`src/rtl/ara_compl_sync.sv`:
```
// Completion synchronizer: counts per-cluster, per-VFU completion pulses and
// broadcasts one registered completion pulse per VFU once every cluster has completed.
module ara_compl_sync #(
  parameter int unsigned NrClusters = 4,
  // Matches ara_pkg::NrVFUs; kept local so this block stands alone.
  parameter int unsigned NrVFUs     = 7,
  parameter int unsigned CntWidth   = 2
) (
  input  logic                                  clk_i,
  input  logic                                  rst_ni,
  input  logic [NrClusters-1:0][NrVFUs-1:0]     pe_compl_i,
  output logic [NrClusters-1:0][NrVFUs-1:0]     pe_compl_o,
  output logic [NrVFUs-1:0]                     pending_o,
  output logic                                  overflow_o
);

  localparam logic [CntWidth-1:0] CntMax = {CntWidth{1'b1}};
  localparam logic [CntWidth-1:0] CntOne = CntWidth'(1);

  logic [CntWidth-1:0]                 cnt_r   [NrClusters][NrVFUs];
  logic [CntWidth-1:0]                 cnt_d_s [NrClusters][NrVFUs];
  logic [NrClusters-1:0][NrVFUs-1:0]   compl_r;
  logic                                overflow_r;
  logic [NrVFUs-1:0]                   rel_s;
  logic [NrVFUs-1:0]                   pending_s;
  logic                                sat_s;

  // Release decision, pending status and next counter values.
  always_comb begin
    rel_s     = '1;
    pending_s = '0;
    sat_s     = 1'b0;
    cnt_d_s   = cnt_r;
    // A pulse arriving this cycle counts toward its own release.
    for (int unsigned v = 0; v < NrVFUs; v++) begin
      for (int unsigned c = 0; c < NrClusters; c++) begin
        if ((cnt_r[c][v] == '0) && !pe_compl_i[c][v]) begin
          rel_s[v] = 1'b0;
        end else begin
          rel_s[v] = rel_s[v];
        end
        pending_s[v] = pending_s[v] | (cnt_r[c][v] != '0);
      end
    end
    for (int unsigned c = 0; c < NrClusters; c++) begin
      for (int unsigned v = 0; v < NrVFUs; v++) begin
        case ({pe_compl_i[c][v], rel_s[v]})
          2'b10: begin
            // A saturated counter drops the pulse and flags the loss.
            if (cnt_r[c][v] == CntMax) begin
              sat_s         = 1'b1;
              cnt_d_s[c][v] = cnt_r[c][v];
            end else begin
              cnt_d_s[c][v] = cnt_r[c][v] + CntOne;
            end
          end
          2'b01:   cnt_d_s[c][v] = cnt_r[c][v] - CntOne;
          default: cnt_d_s[c][v] = cnt_r[c][v];
        endcase
      end
    end
  end

  // Counter, broadcast pulse and sticky overflow registers.
  always_ff @(posedge clk_i or negedge rst_ni) begin
    if (!rst_ni) begin
      cnt_r      <= '{default: '0};
      compl_r    <= '0;
      overflow_r <= 1'b0;
    end else begin
      cnt_r      <= cnt_d_s;
      compl_r    <= {NrClusters{rel_s}};
      overflow_r <= overflow_r | sat_s;
    end
  end

  assign pe_compl_o = compl_r;
  assign pending_o  = pending_s;
  assign overflow_o = overflow_r;

endmodule

```
`config.mk`:
```
export PLATFORM = sky130hd
export DESIGN_NAME = ara_compl_sync
export DESIGN_NICKNAME = d
export VERILOG_FILES = /design/src/rtl/ara_compl_sync.sv
export SDC_FILE = /design/constraint.sdc
export NUM_CORES = 1
export LEC_CHECK = 0
export BUFFER_PORTS_ARGS = -buffer_cell sky130_fd_sc_hd__buf_2
export CORE_MARGIN = 5
export CORE_UTILIZATION = 50
export DETAILED_ROUTE_END_ITERATION = 10
export GPL_ROUTABILITY_DRIVEN = 0
export PLACE_DENSITY = 0.81
export SETUP_SLACK_MARGIN = 0.15
export SLEW_MARGIN = 5
export SYNTH_ARGS = -nofsm -noshare
export SYNTH_HDL_FRONTEND = slang
export SYNTH_SLANG_ARGS = --single-unit
```
`constraint.sdc`:
```
create_clock -name clk_i -period 4 [get_ports clk_i]
set_input_delay 0.6 -clock clk_i [delete_from_list [all_inputs] [get_ports clk_i]]
set_output_delay 0.6 -clock clk_i [all_outputs]
set_load 0.02 [all_outputs]
```
==> impl_metrics.tcl, run 1 <==
set metrics [dict create \
    first_pass_iters 4 \
    grt_util_all_layers 0.183 \
    globalRoute.totalOverflow 0 \
    clockRootBuffer "clkbuf_8" \
    setup_ws_ps 1980 \
    yosys_warnings 0 \
    worst_pin_slew_ps 898 \
    cts_hold_buf 0 \
    period_share 0.506 \
    synth_top_cell_by_area "dfrtp_1" \
    ys_top_cells_by_count "64 x dfrtp_1, 55 x a21oi_1, 37 x nor3_1" \
    antenna_found_initial 0 \
    critPathArrivalTime_ps 2220 \
    synth_most_common_cell "dfrtp_1" \
    coreArea_sq_um 7210 \
    layout.cells.non_filler 586 \
    fin_hold_ws_ps 396 \
    hold_violations 0 \
    synth_area_sq_um 3680 \
    pre_cts_slack_ps 1680 \
    status "finished, final reports clean" \
    layout.nets 512 \
    r2r_start "cnt_r[55]" \
    drive_above_1_share 0.183 \
    viasPerCell 5.68 \
    post-route-cell-area_sq_um 4180 \
    finalMaxSlewViolations 0 \
    dp_cells 570 \
    grt_max_degree 42 \
    syn-num-nets 462 \
    slew-limit-headroom 0.401 \
    fp.dieH_um 95.8 \
    area_growth_pct 13.5 \
    hp-class "input port to asynchronous set/reset pin" \
    ys_types 38 \
    fmax_mhz 494 \
    grt_pass1_wl_mm 13.4 \
    p_per_area_nw_per_um2 874 \
    ant_nets 0 \
    synthArstFlopShare 1.00 \
    cts.sinks 64 \
    syn_area_per_cell_sq_um 8.53 \
    portBuffers 65 \
    fin_skew_ps 8.76 \
    ios 66 \
    cts.clk_slew.worst_paths_ps 70 \
    setup_viol 0 \
    cts-htree-levels 3 \
    crit_fanout 10 \
    dp_hpwl_mm 5.87 \
    std_cell_rows 31 \
    die_area_sq_um 9180 \
    synth_edf_count 0 \
    vdd_drop_max_mv 0.420 \
    grt_pass1_vias 3171 \
    rsz0062_at_grt "false" \
    antenna_cells 0 \
    critPathLaunchType "flop" \
    setup.worst_path.class "flop to flop" \
    drt_wl_total_mm 7.98 \
    crit_required_ps 4200 \
    drc_errors 0 \
    cts_setup_buffers 0 \
    drtIter0Drc 189 \
    ys_ff_latch 64 \
    vias 3329 \
    seq_area_frac_synth 0.435 \
    drt-wirelength-per-cell_um 13.6 \
    start_util 0.511 \
    clk_latency_ps 330 \
    rr_worst_depth 6 \
    cts-resized-gates 0 \
    synth.area.top_cells "dfrtp_1 43%, a21oi_1 7.5%, nor3_1 5.0%" \
    dieWidth_um 95.8 \
    synth_ff_type "dfrtp_1" \
    critPathLaunch "cnt_r[55]" \
    dpl-instance-area_sq_um 3950 \
    total_leakage_power_nw 1.78 \
    cts_tree "built" \
    period_needed_ps 2020 \
    setup.worst_path.end_class "flop" \
    cts_made_buffers 9 \
    cap_violations 0 \
    netlist_instances 432 \
    synth_top_area_frac 0.435 \
    cts_buffer_depth 2 \
    tns_ps 0 \
]
## routing by layer
layer,GRT usage,share of wire,up-vias,wire (um)
li1,-,-,1673,-
met1,0.226,0.45,1552,3580
met3,0.0485,0.058,15,464
met4,0.0687,0.015,0,121
met2,0.306,0.48,89,3810
met5,0,0,-,0
## where the power goes
| group | internal, mW | leakage, nW | total, mW | switching (mW) |
|---|---|---|---|---|
| Clock | 0.403 | 0.117 | 0.645 | 0.242 |
| Sequential | 0.952 | 0.762 | 1.36 | 0.405 |
| Combinational | 0.665 | 0.899 | 1.65 | 0.986 |
| Total | 2.02 | 1.78 | 3.65 | 1.63 |
## logic make-up (layout without fill, tap and decap cells)
| group | count (synthesis) | count (layout) | share of synthesized area |
|---|---|---|---|
| and+or+nand+nor | 198 | 198 | 0.289 |
| AOI/OAI and AO/OA | 131 | 131 | 0.208 |
| DFF | 64 | 64 | 0.435 |
| buffers and inverters | 39 | 94 | 0.0683 |
## worst max-delay path, cell delays in order (launching register included)
cell and delay [ps]:
dfrtp_1 430, nor3_1 90, or4_1 760, clkinv_8 140, o211ai_4 80, nor4_2 280, nand3_1 100
## cell usage in the layout (no fill, tap or decap), types with 7 or more instances in the layout
cell type and count:
nand3_1 14, and3_1 8, a31oi_1 8, nor3_1 37
o21ai_1 8, nand2b_1 23, and2_1 15, dfrtp_1 64
nor2_1 26, o211ai_1 18, nor4_1 15, a21oi_1 55
buf_2 65, o21ai_0 27, inv_1 7, nand2_1 34
clkbuf_8 12
## final timing paths
| kind | endpoint | slack (ps) |
|---|---|---|
| min in group clk_i | cnt_r[30] | 490 |
| hold reg to reg | overflow_o | 510 |
| max in group asynchronous | cnt_r[31] | 2760 |
| setup / recovery | overflow_o | 1980 |
| setup reg to reg | overflow_o | 1980 |
| hold / removal | cnt_r[29] | 400 |
## per-stage QoR
stage / utilization / total power, mW
after floorplan: - / 2.71
after global placement: 0.547 / 2.91
after detailed placement: 0.547 / 3.01
after CTS: 0.579 / 3.67
after global routing: 0.579 / 3.97
final: 0.579 / 3.65
## sequential cells by signal, indices dropped and copies added (netlist names)
signal      cells
cnt_r          56
overflow_o      1
pe_compl_o      7
## final cells by class
cell class              count  area [sq um]
inverters                  12          57.6
flip-flops and latches     64          1600
multi-input cells         329          1830
clock buffers              14           173
repair buffers             66           333
well taps                  99           124
clock inverters             2          60.1
fillers                   672          3040
Power figures use the tool's default switching activity.
==> run 2: changes to the inputs <==
Settings changed: PLACE_DENSITY 0.81 to 0.84.
Clock period 4 ns to 1.8 ns, I/O delays scaled along.
==> impl_metrics.tcl, run 2 (synthesis gave the netlist of run 1 again) <==
set metrics [dict create \
    drtIter0Drc 241 \
    clk_latency_ps 350 \
    vdd_drop_max_mv 1.03 \
    utilization 0.708 \
    swShare 0.447 \
    std_cell_rows 31 \
    dieWidth_um 95.8 \
    cts.clk_slew.worst_paths_ps 70 \
    period_needed_ps 1700 \
    antenna_found_initial 0 \
    final_cell_mix "59 x buf_2, 50 x dfrtp_1, 48 x a21oi_1, 45 x buf_4, 34 x nand2_1" \
    area_growth_pct 38.8 \
    grt_util_all_layers 0.210 \
    globalRoute.totalOverflow 0 \
    start_util 0.511 \
    setup_viol 0 \
    slew-limit-headroom 0.636 \
    fin_skew_ps 9.89 \
    clockPowerShare 0.113 \
    dp_hpwl_mm 6.40 \
    cts.sinks 64 \
    cts-htree-levels 3 \
    critPathArrivalTime_ps 1920 \
    ios 66 \
    fin_hold_ws_ps 145 \
    die_area_sq_um 9180 \
    crit_fanout 3 \
    cts_tree "built" \
    vias 3831 \
    first_pass_iters 5 \
    p_comb_frac 0.607 \
    total_leakage_power_nw 2.20 \
    grt_pass1_vias 3438 \
    largest_reg_flops 56 \
    layout.cells.non_filler 650 \
    period_share 0.945 \
    rsz0062_at_grt "true" \
    tns_ps 0 \
    worst_pin_slew_ps 541 \
    grt_max_degree 65 \
    p_total_mw 10.1 \
    p_per_area_nw_per_um2 1980 \
    hp-class "input port to flop" \
    crit_required_ps 2020 \
    setup.worst_path.end_class "flop" \
    fmax_mhz 588 \
    portBuffers 65 \
    p_int_mw 5.59 \
    coreArea_sq_um 7210 \
    drt_wl_total_mm 10.3 \
    largest_register "cnt_r" \
    grt_pass1_wl_mm 15.0 \
    ant_nets 0 \
    status "finished, final reports clean" \
    drive_above_1_share 0.394 \
    clockRootBuffer "clkbuf_8" \
    critPathLaunchType "flop" \
    cts_made_buffers 9 \
    fill_cells 523 \
    finalMaxSlewViolations 0 \
    p_sw_mw 4.52 \
    fp.dieH_um 95.8 \
    cts_buffer_depth 2 \
    final_common_cell "buf_2" \
    antenna_cells 0 \
    setup.worst_path.class "flop to flop" \
    drt-wirelength-per-cell_um 15.9 \
    viasPerCell 5.89 \
    drc_errors 0 \
    cap_violations 0 \
    seq_power_share 0.279 \
    layout.nets 578 \
    dp_cells 613 \
    hold_violations 0 \
]
## run 2: power by group through the flow
stage	clock network, mW	registers [mW]	logic [mW]
after floorplan	0	2.94	3.15
after global placement	0	2.67	4.50
after detailed placement	0	2.72	4.70
after CTS	1.15	2.71	5.09
after global routing	1.22	2.90	6.64
final	1.15	2.82	6.15
## run 2: routing by layer
| metal | up-vias | track usage | part of all wire |
|---|---|---|---|
| met5 | - | 0 | 0 |
| met1 | 1877 | 0.243 | 0.40 |
| met2 | 123 | 0.372 | 0.52 |
| met3 | 28 | 0.0383 | 0.050 |
| li1 | 1803 | - | - |
| met4 | 0 | 0.101 | 0.027 |
## run 2: layout make-up
type,count,area (sq um),share of cell area
Clock buffer,14,173,0.0338
Inverter,12,65.1,0.0127
Multi-Input combinational cell,330,2190,0.428
Sequential cell,64,1620,0.317
Tap cell,99,124,0.0242
Timing Repair Buffer,131,945,0.185
## run 2: final timing paths
kind	start	end	slack [ps]	cells after the start
max	cnt_r[35]	overflow_o	100	6
min	pe_compl_i[14]	cnt_r[26]	150	2
max reg2reg	cnt_r[35]	overflow_o	100	6
min reg2reg	cnt_r[44]	cnt_r[44]	570	1
max in group asynchronous	rst_ni	cnt_r[31]	1030	3
min in group asynchronous	rst_ni	cnt_r[18]	470	3
## run 2: repair_timing
item                                    CTS  global route
pin swaps                                10            23
gates resized for setup                  40            80
hold endpoints to repair                 64             0
hold buffers                              1             0
cloned                                    0             1
endpoints found under the setup margin   25            50
setup buffers                             4            17
## run 2: through the flow
stage / cell area (sq um) / worst slack [ps]
after floorplan: 3710 / 102
after global placement: 4300 / 42.8
after detailed placement: 4300 / -29.7
after CTS: 4690 / 119
after global routing: 5110 / 52.7
final: 5110 / 99.3
## run 2: critical path, cell delays in order, from the launching register on
cell	delay (ps)
dfrtp_1	410
buf_4	150
and3_1	170
a31oi_1	260
a21oi_1	150
nor4_2	320
nand3_1	100
==> run 3: changes to the inputs <==
--- a/config.mk
+++ b/config.mk
@@ -11,5 +11,5 @@
 export DETAILED_ROUTE_END_ITERATION = 10
 export GPL_ROUTABILITY_DRIVEN = 0
-export PLACE_DENSITY = 0.84
+export PLACE_DENSITY = 0.82
 export SETUP_SLACK_MARGIN = 0.15
 export SLEW_MARGIN = 5
==> constraint.sdc (replaced) <==
create_clock -name clk_i -period 1.8 [get_ports clk_i]
set_input_delay 0 -clock clk_i [delete_from_list [all_inputs] [get_ports clk_i]]
set_output_delay 0 -clock clk_i [all_outputs]
set_load 0.02 [all_outputs]
==> impl_metrics.tcl, run 3 (synthesis gave the netlist of run 1 again) <==
set metrics [dict create \
    die_area_sq_um 9180 \
    total_leakage_power_nw 2.24 \
    largest_reg_flops 56 \
    clockRootBuffer "clkbuf_8" \
    rsz0062_at_grt "true" \
    utilization 0.705 \
    dp_cells 612 \
    antenna_cells 0 \
    dieWidth_um 95.8 \
    finalMaxSlewViolations 0 \
    worst-path-buf-inv 2 \
    fin_skew_ps 8.68 \
    area_growth_pct 38.0 \
    ios 66 \
    violations "hold timing" \
    cts.clk_slew.worst_paths_ps 80 \
    cap_violations 0 \
    cts.sinks 64 \
    grt_pass1_vias 3534 \
    drt_wl_total_mm 9.98 \
    layout.cells.non_filler 676 \
    period_needed_ps 1720 \
    critPathMaxStageDelay_ps 550 \
    rr_worst_depth 7 \
    ant_nets 0 \
    setup.worst_path.end_class "flop" \
    tns_ps 0 \
    crit_required_ps 2060 \
    dp_hpwl_mm 6.48 \
    cts_made_buffers 9 \
    grt_max_degree 28 \
    status "finished with violations" \
    grt_pass1_wl_mm 15.2 \
    final_cell_mix "63 x buf_2, 62 x dfrtp_1, 62 x buf_4, 54 x a21oi_1, 34 x nand2_1" \
    globalRoute.totalOverflow 0 \
    period_share 0.955 \
    hp-class "input port to flop" \
    fmax_mhz 582 \
    coreArea_sq_um 7210 \
    critPathArrivalTime_ps 1980 \
    fp.dieH_um 95.8 \
    critPathLaunch "cnt_r[38]" \
    r2r_start "cnt_r[38]" \
    portBuffers 65 \
    std_cell_rows 31 \
    setup_viol 0 \
    vias 3813 \
    drtIter0Drc 173 \
    drc_errors 0 \
    cts-htree-levels 3 \
    setup.worst_path.class "flop to flop" \
    hold_violations 1 \
    largest_register "cnt_r" \
    cp_cell_sequence "nor3_2 > or4_4 > inv_4 > buf_4 > nand2b_4 > and2_1 > o21ai_1" \
    antenna_found_initial 0 \
    crit_end "cnt_r[10]" \
    clk_latency_ps 350 \
    holdPathStages 3 \
    critical_path.slowest_cell "or4_4" \
    vdd_drop_max_mv 0.826 \
    grt_util_all_layers 0.212 \
    drive_above_1_share 0.322 \
    first_pass_iters 5 \
    critPathLaunchType "flop" \
    p_per_area_nw_per_um2 1880 \
    layout.nets 602 \
    crit_fanout 4 \
    drt-wirelength-per-cell_um 14.8 \
    worst_pin_slew_ps 635 \
    fill_cells 526 \
    cts_tree "built" \
    cts_buffer_depth 2 \
    fin_hold_ws_ps -33.7 \
    cp.depth 7 \
    start_util 0.511 \
    viasPerCell 5.64 \
    ff2ff_setup_slack_ps 80 \
    cp_top_family "simple AND/OR/NAND/NOR gates" \
    worstReg2RegEnd "cnt_r[10]" \
    slew-limit-headroom 0.576 \
    final_common_cell "buf_2" \
]
[run 3: cell count changes in the layout (fill, tap and decap cells not counted), moves of 5 or more]
cell and change:
a21oi_1 +6, buf_4 +17, a21oi_2 -6, buf_6 -23
nor3_2 +5, dlygate4sd3_1 +26, dfrtp_1 +12, nor4_2 -6
dfrtp_2 -12, nor4_4 -7, o21ai_0 +5, nor4_1 +13
[run 3: through the flow]
step           setup slack (ps)  cell area (sq um)  hold WS [ps]  total power, mW
2_1_floorplan               102               3710          -296             6.08
3_3_place_gp                106               4290          50.7             7.13
3_5_place_dp               64.4               4290          57.4             7.36
4_1_cts                     138               4840          19.7             8.88
5_1_grt                    24.9               5080         0.173             10.2
6_report                   80.6               5080         -33.7             9.55
[run 3: power breakdown]
group,switching [mW],internal [mW]
Combinational,3.04,2.57
Sequential,0.574,2.12
Clock,0.559,0.685
Total,4.17,5.38
[run 3: worst min-delay path by stage]
| stage | end | start | slack [ps] |
|---|---|---|---|
| 2_1_floorplan | cnt_r[0] | rst_ni | -300 |
| 3_3_place_gp | cnt_r[32] | rst_ni | 50 |
| 3_5_place_dp | cnt_r[32] | rst_ni | 60 |
| 4_1_cts | cnt_r[21] | pe_compl_i[17] | 20 |
| 5_1_grt | cnt_r[45] | pe_compl_i[5] | 0.2 |
| 6_report | cnt_r[45] | pe_compl_i[5] | -30 |
[run 3: what timing repair did]
action                                 4_1_cts  5_1_grt
pin swaps                                    1       11
setup endpoints to repair                   16       29
hold buffers                                27        0
endpoints found under the hold margin       70        0
buffers inserted                             8       12
cloned                                       0        1
resized for setup                            6       40
[run 3: worst reg2reg max path: stages, from the launching register on]
cell and delay [ps]:
dfrtp_1 410, nor3_2 50, or4_4 550, inv_4 90, buf_4 130, nand2b_4 60, and2_1 150, o21ai_1 200
[run 3: layout make-up]
cell class,count,area [sq um],share of cell area
clock buffer,14,193,0.0379
timing repair buffer,155,1090,0.215
inverter,12,65.1,0.0128
multi-input combinational,330,1990,0.392
clock inverter,2,10.0,0.00197
sequential,64,1600,0.316
tap,99,124,0.0244
[run 3: routing by layer]
| layer | global-route usage | wire length, um | part of all wire |
|---|---|---|---|
| met3 | 0.0289 | 547 | 0.055 |
| met1 | 0.239 | 3970 | 0.40 |
| met2 | 0.391 | 5200 | 0.52 |
| met4 | 0.101 | 259 | 0.026 |
| met5 | 0 | 0 | 0 |
